--- config.mk ---
export PLATFORM = sky130hd
export DESIGN_NAME = poly_op_seq
export DESIGN_NICKNAME = d
export VERILOG_FILES = /design/src/rtl/poly_op_seq.sv
export SDC_FILE = /design/constraint.sdc
export NUM_CORES = 1
export LEC_CHECK = 0
export CAP_MARGIN = 10
export CORE_MARGIN = 1.5
export CORE_UTILIZATION = 48
export CTS_CLUSTER_DIAMETER = 60
export CTS_CLUSTER_SIZE = 40
export DETAILED_ROUTE_END_ITERATION = 7
export GPL_TIMING_DRIVEN = 0
export HOLD_SLACK_MARGIN = 0.1
export PLACE_DENSITY = 0.77
export RECOVER_POWER = 100
export SYNTH_ARGS = -nofsm -noshare
export SYNTH_HDL_FRONTEND = slang
export SYNTH_SLANG_ARGS = --single-unit
export TNS_END_PERCENT = 5
--- constraint.sdc ---
create_clock -name clk -period 4.1 [get_ports clk]
set_input_delay 0.82 -clock clk [delete_from_list [all_inputs] [get_ports clk]]
set_output_delay 0.82 -clock clk [all_outputs]
set_load 0.02 [all_outputs]
--- src/rtl/poly_op_seq.sv ---
// Polynomial slot sequencer: streams N coefficients from one or two source
// slots through a mod-Q COPY/ADD/SUB/ZERO datapath into a destination slot.
module poly_op_seq #(
  parameter int NUM_SLOTS = 20,
  parameter int Q         = 3329,
  parameter int N         = 256
) (
  input  logic        clk,
  input  logic        rst_n,
  input  logic        start,
  input  logic [1:0]  opcode,
  input  logic [4:0]  src_a,
  input  logic [4:0]  src_b,
  input  logic [4:0]  dst,
  output logic        busy,
  output logic        done,
  output logic        err,
  output logic        rd_en,
  output logic [7:0]  rd_addr,
  output logic [4:0]  rd_slot_a,
  output logic [4:0]  rd_slot_b,
  input  logic [11:0] rd_data_a,
  input  logic [11:0] rd_data_b,
  output logic        wr_en,
  output logic [4:0]  wr_slot,
  output logic [7:0]  wr_addr,
  output logic [11:0] wr_data
);

  typedef enum logic [1:0] {IDLE, RUN, DRAIN, FIN} state_t;

  localparam logic [1:0]  OP_COPY = 2'd0;
  localparam logic [1:0]  OP_ADD  = 2'd1;
  localparam logic [1:0]  OP_SUB  = 2'd2;
  localparam logic [1:0]  OP_ZERO = 2'd3;
  localparam logic [5:0]  NS      = 6'(NUM_SLOTS);
  localparam logic [12:0] QW      = 13'(Q);
  localparam logic [7:0]  LAST    = 8'(N - 1);

  state_t      state_q, state_d;
  logic [1:0]  op_q, op_d;
  logic [4:0]  src_a_q, src_a_d, src_b_q, src_b_d, dst_q, dst_d;
  logic        iss_v_q, iss_v_d, dv_q, dv_d;
  logic [7:0]  iss_addr_q, iss_addr_d, daddr_q, daddr_d;
  logic        busy_q, busy_d, done_q, done_d, err_q, err_d;
  logic        rd_en_q, rd_en_d, wr_en_q, wr_en_d;
  logic [7:0]  rd_addr_q, rd_addr_d, wr_addr_q, wr_addr_d;
  logic [4:0]  rd_slot_a_q, rd_slot_a_d, rd_slot_b_q, rd_slot_b_d;
  logic [4:0]  wr_slot_q, wr_slot_d;
  logic [11:0] wr_data_q, wr_data_d;
  logic        reject, uses_a, uses_b;
  logic [12:0] sum, diff, res;

  // Command screening plus the mod-Q arithmetic on the returning read data
  always_comb begin
    uses_a = (opcode != OP_ZERO);
    uses_b = (opcode == OP_ADD) || (opcode == OP_SUB);
    reject = ({1'b0, dst} >= NS)
          || (uses_a && (({1'b0, src_a} >= NS) || (dst == src_a)))
          || (uses_b && (({1'b0, src_b} >= NS) || (dst == src_b)));
    sum  = {1'b0, rd_data_a} + {1'b0, rd_data_b};
    diff = {1'b0, rd_data_a} - {1'b0, rd_data_b};
    res  = 13'd0;
    case (op_q)
      OP_COPY: res = {1'b0, rd_data_a};
      OP_ADD:  res = (sum >= QW) ? sum - QW : sum;
      OP_SUB:  res = (rd_data_a < rd_data_b) ? diff + QW : diff;
      default: res = 13'd0;
    endcase
  end

  // Next-state: FSM, issue counter, two-stage read pipeline, registered outputs
  always_comb begin
    state_d    = state_q;
    op_d       = op_q;
    src_a_d    = src_a_q;
    src_b_d    = src_b_q;
    dst_d      = dst_q;
    iss_v_d    = iss_v_q;
    iss_addr_d = iss_addr_q;
    busy_d     = busy_q;
    done_d     = 1'b0;
    err_d      = 1'b0;
    dv_d       = iss_v_q;
    daddr_d    = iss_addr_q;
    wr_en_d    = dv_q;
    wr_addr_d  = dv_q ? daddr_q : 8'd0;
    wr_slot_d  = dv_q ? dst_q : 5'd0;
    wr_data_d  = dv_q ? res[11:0] : 12'd0;
    case (state_q)
      IDLE: begin
        if (start) begin
          op_d    = opcode;
          src_a_d = src_a;
          src_b_d = src_b;
          dst_d   = dst;
          if (reject) begin
            done_d = 1'b1;
            err_d  = 1'b1;
          end else begin
            state_d    = RUN;
            busy_d     = 1'b1;
            iss_v_d    = 1'b1;
            iss_addr_d = 8'd0;
          end
        end
      end
      RUN: begin
        if (iss_addr_q == LAST) begin
          iss_v_d = 1'b0;
          state_d = DRAIN;
        end else begin
          iss_addr_d = iss_addr_q + 8'd1;
        end
      end
      DRAIN: begin
        if (!dv_q) begin
          state_d = FIN;
          busy_d  = 1'b0;
          done_d  = 1'b1;
        end
      end
      default: state_d = IDLE;
    endcase
    rd_en_d     = iss_v_d && (op_d != OP_ZERO);
    rd_addr_d   = rd_en_d ? iss_addr_d : 8'd0;
    rd_slot_a_d = rd_en_d ? src_a_d : 5'd0;
    rd_slot_b_d = rd_en_d ? src_b_d : 5'd0;
  end

  // State and output registers with synchronous active-low reset
  always_ff @(posedge clk) begin
    if (!rst_n) begin
      state_q     <= IDLE;
      op_q        <= 2'd0;
      src_a_q     <= 5'd0;
      src_b_q     <= 5'd0;
      dst_q       <= 5'd0;
      iss_v_q     <= 1'b0;
      iss_addr_q  <= 8'd0;
      dv_q        <= 1'b0;
      daddr_q     <= 8'd0;
      busy_q      <= 1'b0;
      done_q      <= 1'b0;
      err_q       <= 1'b0;
      rd_en_q     <= 1'b0;
      rd_addr_q   <= 8'd0;
      rd_slot_a_q <= 5'd0;
      rd_slot_b_q <= 5'd0;
      wr_en_q     <= 1'b0;
      wr_addr_q   <= 8'd0;
      wr_slot_q   <= 5'd0;
      wr_data_q   <= 12'd0;
    end else begin
      state_q     <= state_d;
      op_q        <= op_d;
      src_a_q     <= src_a_d;
      src_b_q     <= src_b_d;
      dst_q       <= dst_d;
      iss_v_q     <= iss_v_d;
      iss_addr_q  <= iss_addr_d;
      dv_q        <= dv_d;
      daddr_q     <= daddr_d;
      busy_q      <= busy_d;
      done_q      <= done_d;
      err_q       <= err_d;
      rd_en_q     <= rd_en_d;
      rd_addr_q   <= rd_addr_d;
      rd_slot_a_q <= rd_slot_a_d;
      rd_slot_b_q <= rd_slot_b_d;
      wr_en_q     <= wr_en_d;
      wr_addr_q   <= wr_addr_d;
      wr_slot_q   <= wr_slot_d;
      wr_data_q   <= wr_data_d;
    end
  end

  assign busy      = busy_q;
  assign done      = done_q;
  assign err       = err_q;
  assign rd_en     = rd_en_q;
  assign rd_addr   = rd_addr_q;
  assign rd_slot_a = rd_slot_a_q;
  assign rd_slot_b = rd_slot_b_q;
  assign wr_en     = wr_en_q;
  assign wr_addr   = wr_addr_q;
  assign wr_slot   = wr_slot_q;
  assign wr_data   = wr_data_q;

endmodule

## After elaboration in Yosys (flattened, before gate mapping)

Cells that the tools add are included.

- Flip-flop bits (word level): 85
- Input bits: 44
- Output and inout bits: 48
- Word-level logic and storage cells: 92

- Equal/unequal tests: 15
- Magnitude comparators: 5
- Reduce and logical (&&, ||, !) cells: 17
- Muxes and demuxes: 30
- Add/sub/neg operators: 5

Operator list:

| operator | number |
|---|---|
| 12-bit one-hot mux with 3 select lines | 1 |
| 12-bit 2-to-1 mux | 2 |
| 8-bit 2-to-1 mux | 3 |
| 5-bit 2-to-1 mux | 4 |
| 8-bit one-hot mux with 2 select lines | 1 |
| 5-bit >= comparator (second input constant) | 3 |
| 12-bit by 12-bit adder with 13-bit output | 1 |
| 13-bit by 12-bit >= comparator with 1-bit output (second input constant) | 1 |
| 12-bit adder (second input constant) | 1 |
| 12-bit less-than comparator | 1 |
| 2-bit 2-to-1 mux | 6 |
| 2-bit inequality test (second input constant) | 6 |
| 12-bit subtractor | 1 |
| 12-bit subtractor (second input constant) | 1 |
| 5-bit == test | 2 |
| 1-bit 2-to-1 mux | 9 |
| 8-bit by 1-bit adder with 8-bit output (second input constant) | 1 |
| 8-bit == test (second input constant) | 1 |
| 2-bit AND reduction | 4 |
| 4-bit AND reduction | 2 |
| 2-bit by 1-bit == test with 1-bit output (second input constant) | 3 |
| 2-bit == test (second input constant) | 3 |
| 1-bit one-hot mux with 2 select lines | 3 |
| 2-bit one-hot mux with 3 select lines | 1 |
| other kinds (4) | 11 |

## Logic depth before layout (Yosys ltp)

Gate-level depths: netlist of run 1.

- Depth after elaboration: 10
- Depth in mapped cells: 12
- Depth with buffers taken out: 12

## Least setup slack after synthesis of run 1

Ideal clock, no wire load.

- Path kind: input-to-reg
- From: input rd_data_a[0]
- To: register wr_data_q[5] (netlist: wr_data[5])
- Path buffers: 0
- Data arrival time: 4.033 ns
- Library setup time: 0.125 ns
- Setup slack: -0.058 ns
- Stages on the path: 12
- Data required time: 3.975 ns
- Path through: ha_1 inv_1 fa_1 o21ba_1 o211a_1 or4_1 or4b_4 o41a_1 o21ai_4 o21ai_2 a221oi_1 nand2_1

- Word-level cells in the longest chain between the ends: 4
- Elaborated cells between the ends (all ways): 9
- Those cells by class: add/sub (4); order compare (2); mux (3)

Ends and longest elaborated chain:

| item | RTL line | source |
|---|---|---|
| start: declaration | 22 | `input logic [11:0] rd_data_a,` |
| 12-bit subtractor / 12-bit by 12-bit adder with 13-bit output (equally long branches) | 62, 61 |  |
| 12-bit adder (tied with other cells) | 67 | `OP_SUB: res = (rd_data_a < rd_data_b) ? diff + QW : diff;` |
| 12-bit 2-to-1 mux (on tied branches) | 67, 66 |  |
| 12-bit one-hot mux with 3 select lines * | 64 | `case (op_q)` |
| end signal: assignment | 174 | `wr_data_q <= wr_data_d;` |
| end: declaration | 50 | `logic [11:0] wr_data_q, wr_data_d;` |

Mark *: on every way between the ends. The rest lies on a longest branch, timed or not.
A chain may end at the register's enable or synchronous reset.

## Worst setup path after layout of run 1

- From: input rd_data_a[4]
- To: register wr_data_q[8] (netlist: wr_data[8])

The elaborated chain is that of the path after synthesis.

==> impl_metrics.toml, run 1 <==
[clock_network]
root_buffer = "clkbuf_8"
cts_buffer_depth = 2
worstSkewPairLatency_ns = 0.35
clk_pin_slew_ns = 0.08
tritoncts = "done"
htreeDepth = 3
cts-hold-fix-buffers = 0
clock-sinks = 85
numCtsBuffers = 9

[sta]
setup_ws_ns = 0.05001
fmax_mhz = 246.9
fin_skew_ns = 0.01077
finalMaxSlewViolations = 0
fin_crit_sh_pct = 98.78
hold_viol_final = 0
setup_violations = 0
tightest_slew_ns = 0.7669
finalCriticalPeriod_ns = 4.050
slew_headroom_pct = 48.63

[global_route]
antenna_found_initial = 0
grt-ovfl-total = 0
grt_pass1_vias = 4508
grt_pass1_wl_mm = 21.88
grtUsageTotal_pct = 24.17
grt_max_degree = 15

[final_layout]
final_nets = 794
diodes = 0
area_delta_synth_final_pct = 29.72
final_common_cell = "dfxtp_1"
final_cell_mix = "dfxtp_1, dlygate4sd3_1, nor2_1"
drive_gt1_share_pct = 10.28
finalInstanceArea_mm2 = 0.006586

[placed_design]
preCtsSetupSlack_ns = -0.7403
dpl_cell_area_mm2 = 0.006158
gp_congestion = 0.9235
port_buffers = 90
dp_hpwl_mm = 10.20

[drt]
drc_errors = 0
vias = 4764
vias_per_cell = 5.565
ant_nets = 0
drtIter0Drc = 354
wl_per_cell_um = 15.63
routed_wl_mm = 13.38
dr.pass1.iters = 5

[setup_path]
path_max_fanout = 8
crit_required_ns = 4.38
cp.arrival_ns = 4.33
crit_type = "in2reg"
reg2reg_slack_ns = 1.63
start_kind = "input port"
critPathCaptureType = "flip-flop"

[floorplan]
die_width_um = 105.9
die-area_mm2 = 0.01120
io_pins = 92
start_util_pct = 49.40
fp-row-count = 37
die_height_um = 105.9
core_area_mm2 = 0.01028

[synth]
syn_inst = 601
ys_seq_elements = 85
synthFlopType = "dfxtp_1"
async_reset_ff_share_pct = 0
synthesis.area_mm2 = 0.005077
seq_area_frac_synth_pct = 33.51
syn_nets = 680
yosysWarnings = 0
synth_edf_count = 0
synth_cell_types = 65
avgSynthCellArea_um2 = 8.448

[power_and_ir_drop]
peakVddDrop_v = 0.0002400
pwr_density_cell_mw_per_mm2 = 380.1
power_leakage_nw = 2.787

[job]
maxCapViolations = 0

[worst_hold_path]
hold_class = "reg2reg"

[status]
outcome = "complete, no violations"
-- synth_stat cells (6+ instances only) --
master	count	area share, %
ha_1	33	8.1
a211oi_1	13	1.9
xnor2_1	31	5.3
inv_1	38	2.8
a22oi_1	6	0.89
clkbuf_1	21	1.6
or2_2	7	0.86
nor3_1	16	1.6
nand2b_1	9	1.1
o31ai_1	7	1.0
nor2_1	46	3.4
xor2_1	10	1.7
nor2b_1	26	3.2
nand3_1	9	0.89
nand2_1	41	3.0
and2_1	17	2.1
o22ai_1	6	0.74
a21boi_0	7	1.0
o21a_1	7	1.0
o21ai_0	23	2.3
and3_1	16	2.0
a21oi_1	28	2.8
dfxtp_1	85	34
mux2i_1	17	3.4
-- registers in the layout, summed over array words and instances, names as in the netlist, 5 cells and up --
| register | flops |
|---|---|
| daddr_d | 8 |
| src_b_q | 5 |
| wr_slot | 5 |
| daddr_q | 8 |
| rd_slot_a | 5 |
| wr_addr | 8 |
| rd_addr | 8 |
| rd_slot_b | 5 |
| src_a_q | 5 |
| wr_data | 12 |
| dst_q | 5 |
-- cells by family (layout without fill, tap and decap cells) --
kind of cell    count (synthesis)  after routing  synth area share [%]
compound gates                144            145                 19.84
xor+xnor                       42             42                 7.393
fa+ha+maj                      35             35                 8.921
buf+inv                        64            182                 4.929
flops                          85             85                 33.51
mux                            18             18                 3.573
simple gates                  213            213                 21.83
-- layer usage --
layer | global-route usage, % | part of all wire [%] | vias to the layer above
li1 | - | - | 2332
met1 | 32.09 | 46 | 2228
met2 | 39.42 | 46 | 181
met3 | 5.690 | 6.5 | 23
met4 | 6.274 | 1.8 | 0
met5 | 0 | 0 | -
-- metrics by stage --
step                 TNS [ns]  hold WS [ns]  total power [W]  util [%]  instances
finish                      0        0.4617         0.002503     64.09        856
global route        -0.003837        0.4906         0.002646     64.09        856
CTS                         0        0.4652         0.002480     62.64        848
detailed placement     -8.080        0.4511         0.001876     59.92        827
global placement       -7.860        0.4494         0.001848     59.92        827
floorplan                   0        0.4390         0.001592         -        601
-- report_power, final --
group | switching [W] | internal (W)
clock | 0.000285 | 0.000299
combinational | 0.000560 | 0.000405
sequential | 0.0000446 | 0.000910
-- final cells by class --
type | instances | area (um2)
Buffer | 26 | 118.9
Clock buffer | 11 | 141.4
Clock inverter | 5 | 58.81
Fill cell | 879 | 3691
Inverter | 38 | 142.6
Multi-Input combinational cell | 453 | 3277
Sequential cell | 85 | 1702
Tap cell | 136 | 170.2
Timing Repair Buffer | 102 | 975.9
-- what timing repair did --
item | 4_1_cts | 5_1_grt
gates cloned | 1 | 0
resized for setup | 29 | 22
endpoints found under the setup margin | 12 | 12
pin swaps | 10 | 11
buffers inserted | 4 | 8
-- worst paths after layout --
kind	start	end	cells past startpoint
max	rd_data_a[4]	wr_data[8]	13
max reg2reg	state_q[0]	rd_slot_a[0]	8
min	dst_q[2]	dst_q[2]	2
min reg2reg	dst_q[2]	dst_q[2]	2
-- worst max-delay path, stage by stage --
cell and delay, ns:
clkdlybuf4s50_1 0.58, ha_4 0.24, buf_6 0.13, inv_2 0.11
a221oi_1 0.10, or4_4 0.54, or4b_4 0.53, o41a_1 0.39
o21ai_4 0.28, o21ai_4 0.15, clkbuf_4 0.17, o21ba_1 0.17
o211ai_2 0.13
Power figures use the tool's default switching activity.
==> run 2: changes to the inputs <==
Settings changed: CORE_UTILIZATION 48 to 50, DONT_BUFFER_PORTS from default to 1, PLACE_DENSITY 0.77 to 0.68.
==> run 2 against run 1 <==
Critical path depth did not move. Setup slack improved by 0.053 ns. Clock-buffer cell count fell by 2. Hold slack barely moved. Critical path type unchanged. Critical endpoint is now wr_data[4]. Largest cell class unchanged. Highest routed layer unchanged.
==> impl_metrics.toml, run 2 (synthesis results as in run 1) <==
[status]
outcome = "complete, no violations"

[setup_path]
crit_type = "in2reg"
crit_required_ns = 4.35
reg2reg_slack_ns = 1.60
crit_end = "wr_data[4]"
crit_cells = 13
worst_path_dominant_cell_family = "compound AO/OA/AOI/OAI gates"
crit_buf_inv = 2
r2r_start = "state_q[0]"
cpMaxStageDelayCell = "or4_1"
startpoint = "rd_data_a[0]"
start_kind = "input port"
rr_worst_depth = 9
cp.arrival_ns = 4.25
path_max_fanout = 5
regToRegEndpoint = "rd_addr[1]"
cp_slowest_stage_delay_ns = 0.56
cp_cell_sequence = "ha_1, inv_1, fa_2, o21ba_1, o211a_1, or4_1, or4b_4, o41a_1, o21ai_4, buf_6, a211oi_1, xnor2_1, o22ai_1"
critPathCaptureType = "flip-flop"

[placed_design]
dp_hpwl_mm = 9.464
gp_congestion = 0.8931
port_buffers = 0
preCtsSetupSlack_ns = -0.2754
placed_cells = 734

[global_route]
grt-ovfl-total = 0
grt_max_degree = 16
grt_pass1_vias = 4055
grtUsageTotal_pct = 22.54
grt_pass1_wl_mm = 19.73
antenna_found_initial = 0

[sta]
holdWs_ns = 0.4614
finalMaxSlewViolations = 0
fin_crit_sh_pct = 97.48
setup_ws_ns = 0.1033
tightest_slew_ns = 0.8025
setup_violations = 0
fmax_mhz = 250.2
finalCriticalPeriod_ns = 3.997
rsz0062_at_grt = "yes"
hold_viol_final = 0
slew_headroom_pct = 46.25
fin_skew_ns = 0.007959

[clock_network]
clock-sinks = 85
cts-hold-fix-buffers = 0
htreeDepth = 3
root_buffer = "clkbuf_8"
cts_buffer_depth = 2
numCtsBuffers = 9
worstSkewPairLatency_ns = 0.36
clk_pin_slew_ns = 0.09
tritoncts = "done"

[power_and_ir_drop]
internal-power_w = 0.001550
seq_power_share_pct = 42.2
pwr_density_cell_mw_per_mm2 = 435.1
p_clk_share_pct = 26.9
combPwrFrac_pct = 30.9
power_leakage_nw = 2.222
netSwitchingPower_w = 0.0008411
power.share.switching_pct = 35.17
peakVddDrop_v = 0.0002940

[final_layout]
diodes = 0
area_delta_synth_final_pct = 8.255
final_common_cell = "dfxtp_1"
drive_gt1_share_pct = 6.472
final_cell_mix = "dfxtp_1, nor2_1, nand2_1"
final_nets = 692
nFillCells = 930
fin_cells = 751
largest_register_ffs = 12

[floorplan]
die_width_um = 103.8
core_area_mm2 = 0.009819
io_pins = 92
die_height_um = 103.8
fp-row-count = 36
die-area_mm2 = 0.01077
start_util_pct = 51.71

[drt]
drc_errors = 0
drtIter0Drc = 207
vias_per_cell = 5.688
dr.pass1.iters = 5
wl_per_cell_um = 15.95
ant_nets = 0
routed_wl_mm = 11.98
vias = 4272

[worst_hold_path]
hold_class = "reg2reg"

[job]
maxCapViolations = 0
-- run 2: cell types whose count changed in the layout (fill, tap and decap cells not counted), moves of 3 or more --
cell             before  now
a211oi_1             10   13
buf_4                12    0
clkbuf_4              3    0
dlygate4sd3_1        49    0
ha_1                 30   33
clkdlybuf4s50_1      34    0
ha_4                  3    0
-- run 2: routing by layer --
| metal | track usage (%) | part of all wire [%] |
|---|---|---|
| met4 | 7.242 | 2.0 |
| met2 | 35.05 | 43 |
| met3 | 6.482 | 8.3 |
| met5 | 0 | 0 |
| met1 | 30.16 | 46 |
-- run 2: layout make-up --
type                    instances  area, um2  area share [%]
inverters                      38      142.6           2.595
multi-input cells             452       3146           57.23
repair buffers                  1      11.26          0.2049
clock buffers                   9      123.9           2.254
well taps                     133      166.4           3.028
flip-flops and latches         85       1702           30.96
plain buffers                  26      107.6           1.958
clock inverters                 7      97.59           1.776
-- run 2: power groups by stage --
| stage | combinational [W] | sequential, W | clock [W] |
|---|---|---|---|
| finish | 0.000738 | 0.00101 | 0.000643 |
| CTS | 0.000728 | 0.00101 | 0.000658 |
| global placement | 0.000703 | 0.00103 | 0 |
| detailed placement | 0.000722 | 0.00103 | 0 |
| global route | 0.000824 | 0.00102 | 0.000688 |
| floorplan | 0.000579 | 0.00101 | 0 |
-- run 2: worst min-delay path by stage --
stage / cells after the start / from / end
after detailed placement: 1 / daddr_q[6] / wr_addr[6]
after CTS: 1 / daddr_q[5] / wr_addr[5]
after global placement: 2 / dst_q[4] / dst_q[4]
after floorplan: 2 / dst_q[0] / dst_q[0]
after global routing: 1 / daddr_q[5] / wr_addr[5]
final: 1 / daddr_q[5] / wr_addr[5]
-- run 2: per-stage QoR --
step / setup TNS (ns) / cell area (um2) / utilization (%) / total power, W
finish: 0 / 5497 / 55.98 / 0.002391
global route: -0.01954 / 5497 / 55.98 / 0.002532
CTS: 0 / 5475 / 55.76 / 0.002397
detailed placement: -2.124 / 5254 / 53.50 / 0.001752
global placement: -1.928 / 5254 / 53.50 / 0.001730
floorplan: 0 / 5087 / - / 0.001592
-- run 2: repair_timing --
action                     4_1_cts  5_1_grt
buffers inserted                 0        1
resized for setup                0        3
setup endpoints to repair        0        6
==> RTL edit (flow settings as in run 2) <==
Remove the case item `OP_ADD` of the case on `op_q`.
--- a/src/rtl/poly_op_seq.sv
+++ b/src/rtl/poly_op_seq.sv
@@ -63,7 +63,6 @@
     res  = 13'd0;
     case (op_q)
       OP_COPY: res = {1'b0, rd_data_a};
-      OP_ADD:  res = (sum >= QW) ? sum - QW : sum;
       OP_SUB:  res = (rd_data_a < rd_data_b) ? diff + QW : diff;
       default: res = 13'd0;
     endcase
Behaviour: not the same (Yosys sat finds a counterexample within 4 cycles, from zero or initial values and one cycle with rst_n low).
==> RTL edit against run 2 <==
  * Final area fell by 24%
  * Total power is 15% lower
  * Area after synthesis down 22%
  * Global-route usage is 2.3 points lower
  * Synthesized cell count is 28% lower
  * Sequential cell count unchanged
  * Routed wire length fell by 33%
  * Setup slack improved by 0.64 ns
  * Critical path type unchanged
  * Critical endpoint is now wr_data[10]$_SDFF_PN0_
  * Highest routed layer unchanged
==> RTL edit: results (changes against run 2) <==
[grt]
grt_pass1_wl_mm=13.4  ; -32%
grt_usage_pct=20.2  ; -2.3 points
grt_pass1_vias=2841  ; -30%

[synth]
ys_seq_area_share_pct=43.2  ; +9.7 points
synth.distinct_cells=58  ; -11%
yosys_warnings=0  ; unchanged
yosys-top-cells-area=dfxtp_1, ha_1, nor2_1
synthArstFlopShare_pct=0  ; unchanged
synthFlopType=dfxtp_1
ys_top_cells_by_count=dfxtp_1, nor2_1, nand2_1, inv_1, a21oi_1
syn_nets=494  ; -27%

[setup_path]
path_max_fanout=8  ; +3
r2r-end=rd_slot_a[3]$_SDFF_PN0_
reg2reg_from=state_q[0]$_SDFFE_PN0P_
worstSetupEndpoint=wr_data[10]$_SDFF_PN0_
r2r_slack_ns=1.48  ; -0.12 ns
r2r_cells=9  ; unchanged

[final_layout]
n_fill_cell=724  ; -22%
drive_above_1_share_pct=5.83  ; -0.64 points
nNetsFinal=505  ; -27%

[drt]
drt_iter0_drc=93  ; -55%
drt_first_pass_iters=4  ; -1
maxUsedRoutingLayer=met4
vias=2907  ; -32%
wl_met2_mm=3.52  ; -32%
dr_wl_met3_um=596  ; -40%
wl_per_cell_um=14.6  ; -8.2%
met1Wirelength_mm=3.73  ; -33%

[placement]
dp_slack_ns=0.613  ; +0.888 ns
place_congestion=0.833  ; -6.8%
post-dp-hpwl_mm=6.11  ; -35%

[clock_network]
cts.htree.levels=3  ; unchanged
post_cts_buffers=0  ; unchanged
clkLatencyLatePin_ns=0.35

[timing]
finalCriticalPeriod_ns=3.36  ; -0.637 ns
maxSlewHeadroom_pct=48.1  ; +1.9 points
final.setup_skew_ns=0.0147  ; +0.00675 ns
whs_ns=0.459  ; -0.00253 ns

[hold_path]
worstHoldPathCells=2  ; +1

[pwr]
peakVddDrop_v=0.000258  ; -12%
netSwitchingFraction_pct=33.9  ; -1.2 points
leakagePower_uw=0.00178  ; -20%

[outcome]
status=finished clean

RTL edit: cell count changes in the layout (fill, tap and decap cells not counted), moves of 6 or more:
cell and delta:
ha_1 -14, o22ai_1 -6, or2_2 -6, inv_1 -14, clkbuf_1 -9, o31ai_1 -7, nor3_1 -12, nor2b_1 -21
a21boi_0 -7, xnor2_1 -16
RTL edit: cells by family after synthesis:
kind of cell / after synthesis / share of synthesized area, %
AND/OR/NAND/NOR: 161 / 20.3
flip-flops: 85 / 43.2
AO/OA/AOI/OAI: 79 / 14.5
buffers and inverters: 40 / 4.55
XOR/XNOR: 30 / 7.02
adder cells (fa/ha/maj): 20 / 6.55
multiplexers: 15 / 3.81
RTL edit: how the worst min path moves through the flow:
stage                     startpoint                    end
6_report       dst_q[2]$_SDFFE_PN0P_  dst_q[2]$_SDFFE_PN0P_
3_5_place_dp   dst_q[2]$_SDFFE_PN0P_  dst_q[2]$_SDFFE_PN0P_
2_1_floorplan  dst_q[0]$_SDFFE_PN0P_  dst_q[0]$_SDFFE_PN0P_
5_1_grt        daddr_q[3]$_SDFF_PN0_  wr_addr[3]$_SDFF_PN0_
3_3_place_gp   dst_q[2]$_SDFFE_PN0P_  dst_q[2]$_SDFFE_PN0P_
4_1_cts        dst_q[2]$_SDFFE_PN0P_  dst_q[2]$_SDFFE_PN0P_
RTL edit: power by group through the flow:
| stage | combinational [uW] | sequential [uW] | clock [uW] |
|---|---|---|---|
| CTS | 503 | 1010 | 551 |
| global route | 557 | 1010 | 585 |
| finish | 488 | 1000 | 531 |
| floorplan | 417 | 1010 | 0 |
| detailed placement | 501 | 1020 | 0 |
| global placement | 492 | 1020 | 0 |
RTL edit: metal layers:
metal	vias up	track usage (%)
li1	1480	-
met1	1322	25.9
met2	91	31.5
met3	14	5.80
met4	0	9.49
met5	-	0
RTL edit: area by class of cell:
class / instances / area share, %
Tap cell: 102 / 3.05
Multi-Input combinational cell: 305 / 48.0
Inverter: 25 / 2.24
Clock buffer: 10 / 3.05
Clock inverter: 6 / 1.11
Buffer: 15 / 1.91
Sequential cell: 85 / 40.6
RTL edit: worst max-delay path: stages:
cell and delay (ns):
inv_1 0.02, ha_1 0.21, fa_1 0.39, nand2b_1 0.19
a211oi_1 0.41, o211ai_1 0.18, a31oi_1 0.60, inv_1 0.26
o31a_1 0.18, xnor2_1 0.14, a211oi_1 0.23
RTL edit: through the flow:
| stage | power, uW | std cells | cell area (um^2) | utilization [%] |
|---|---|---|---|---|
| 2_1_floorplan | 1420 | 430 | 3940 | - |
| 3_3_place_gp | 1510 | 532 | 4060 | 52.9 |
| 3_5_place_dp | 1530 | 532 | 4060 | 52.9 |
| 4_1_cts | 2060 | 548 | 4240 | 55.1 |
| 5_1_grt | 2150 | 548 | 4190 | 54.5 |
| 6_report | 2020 | 548 | 4190 | 54.5 |
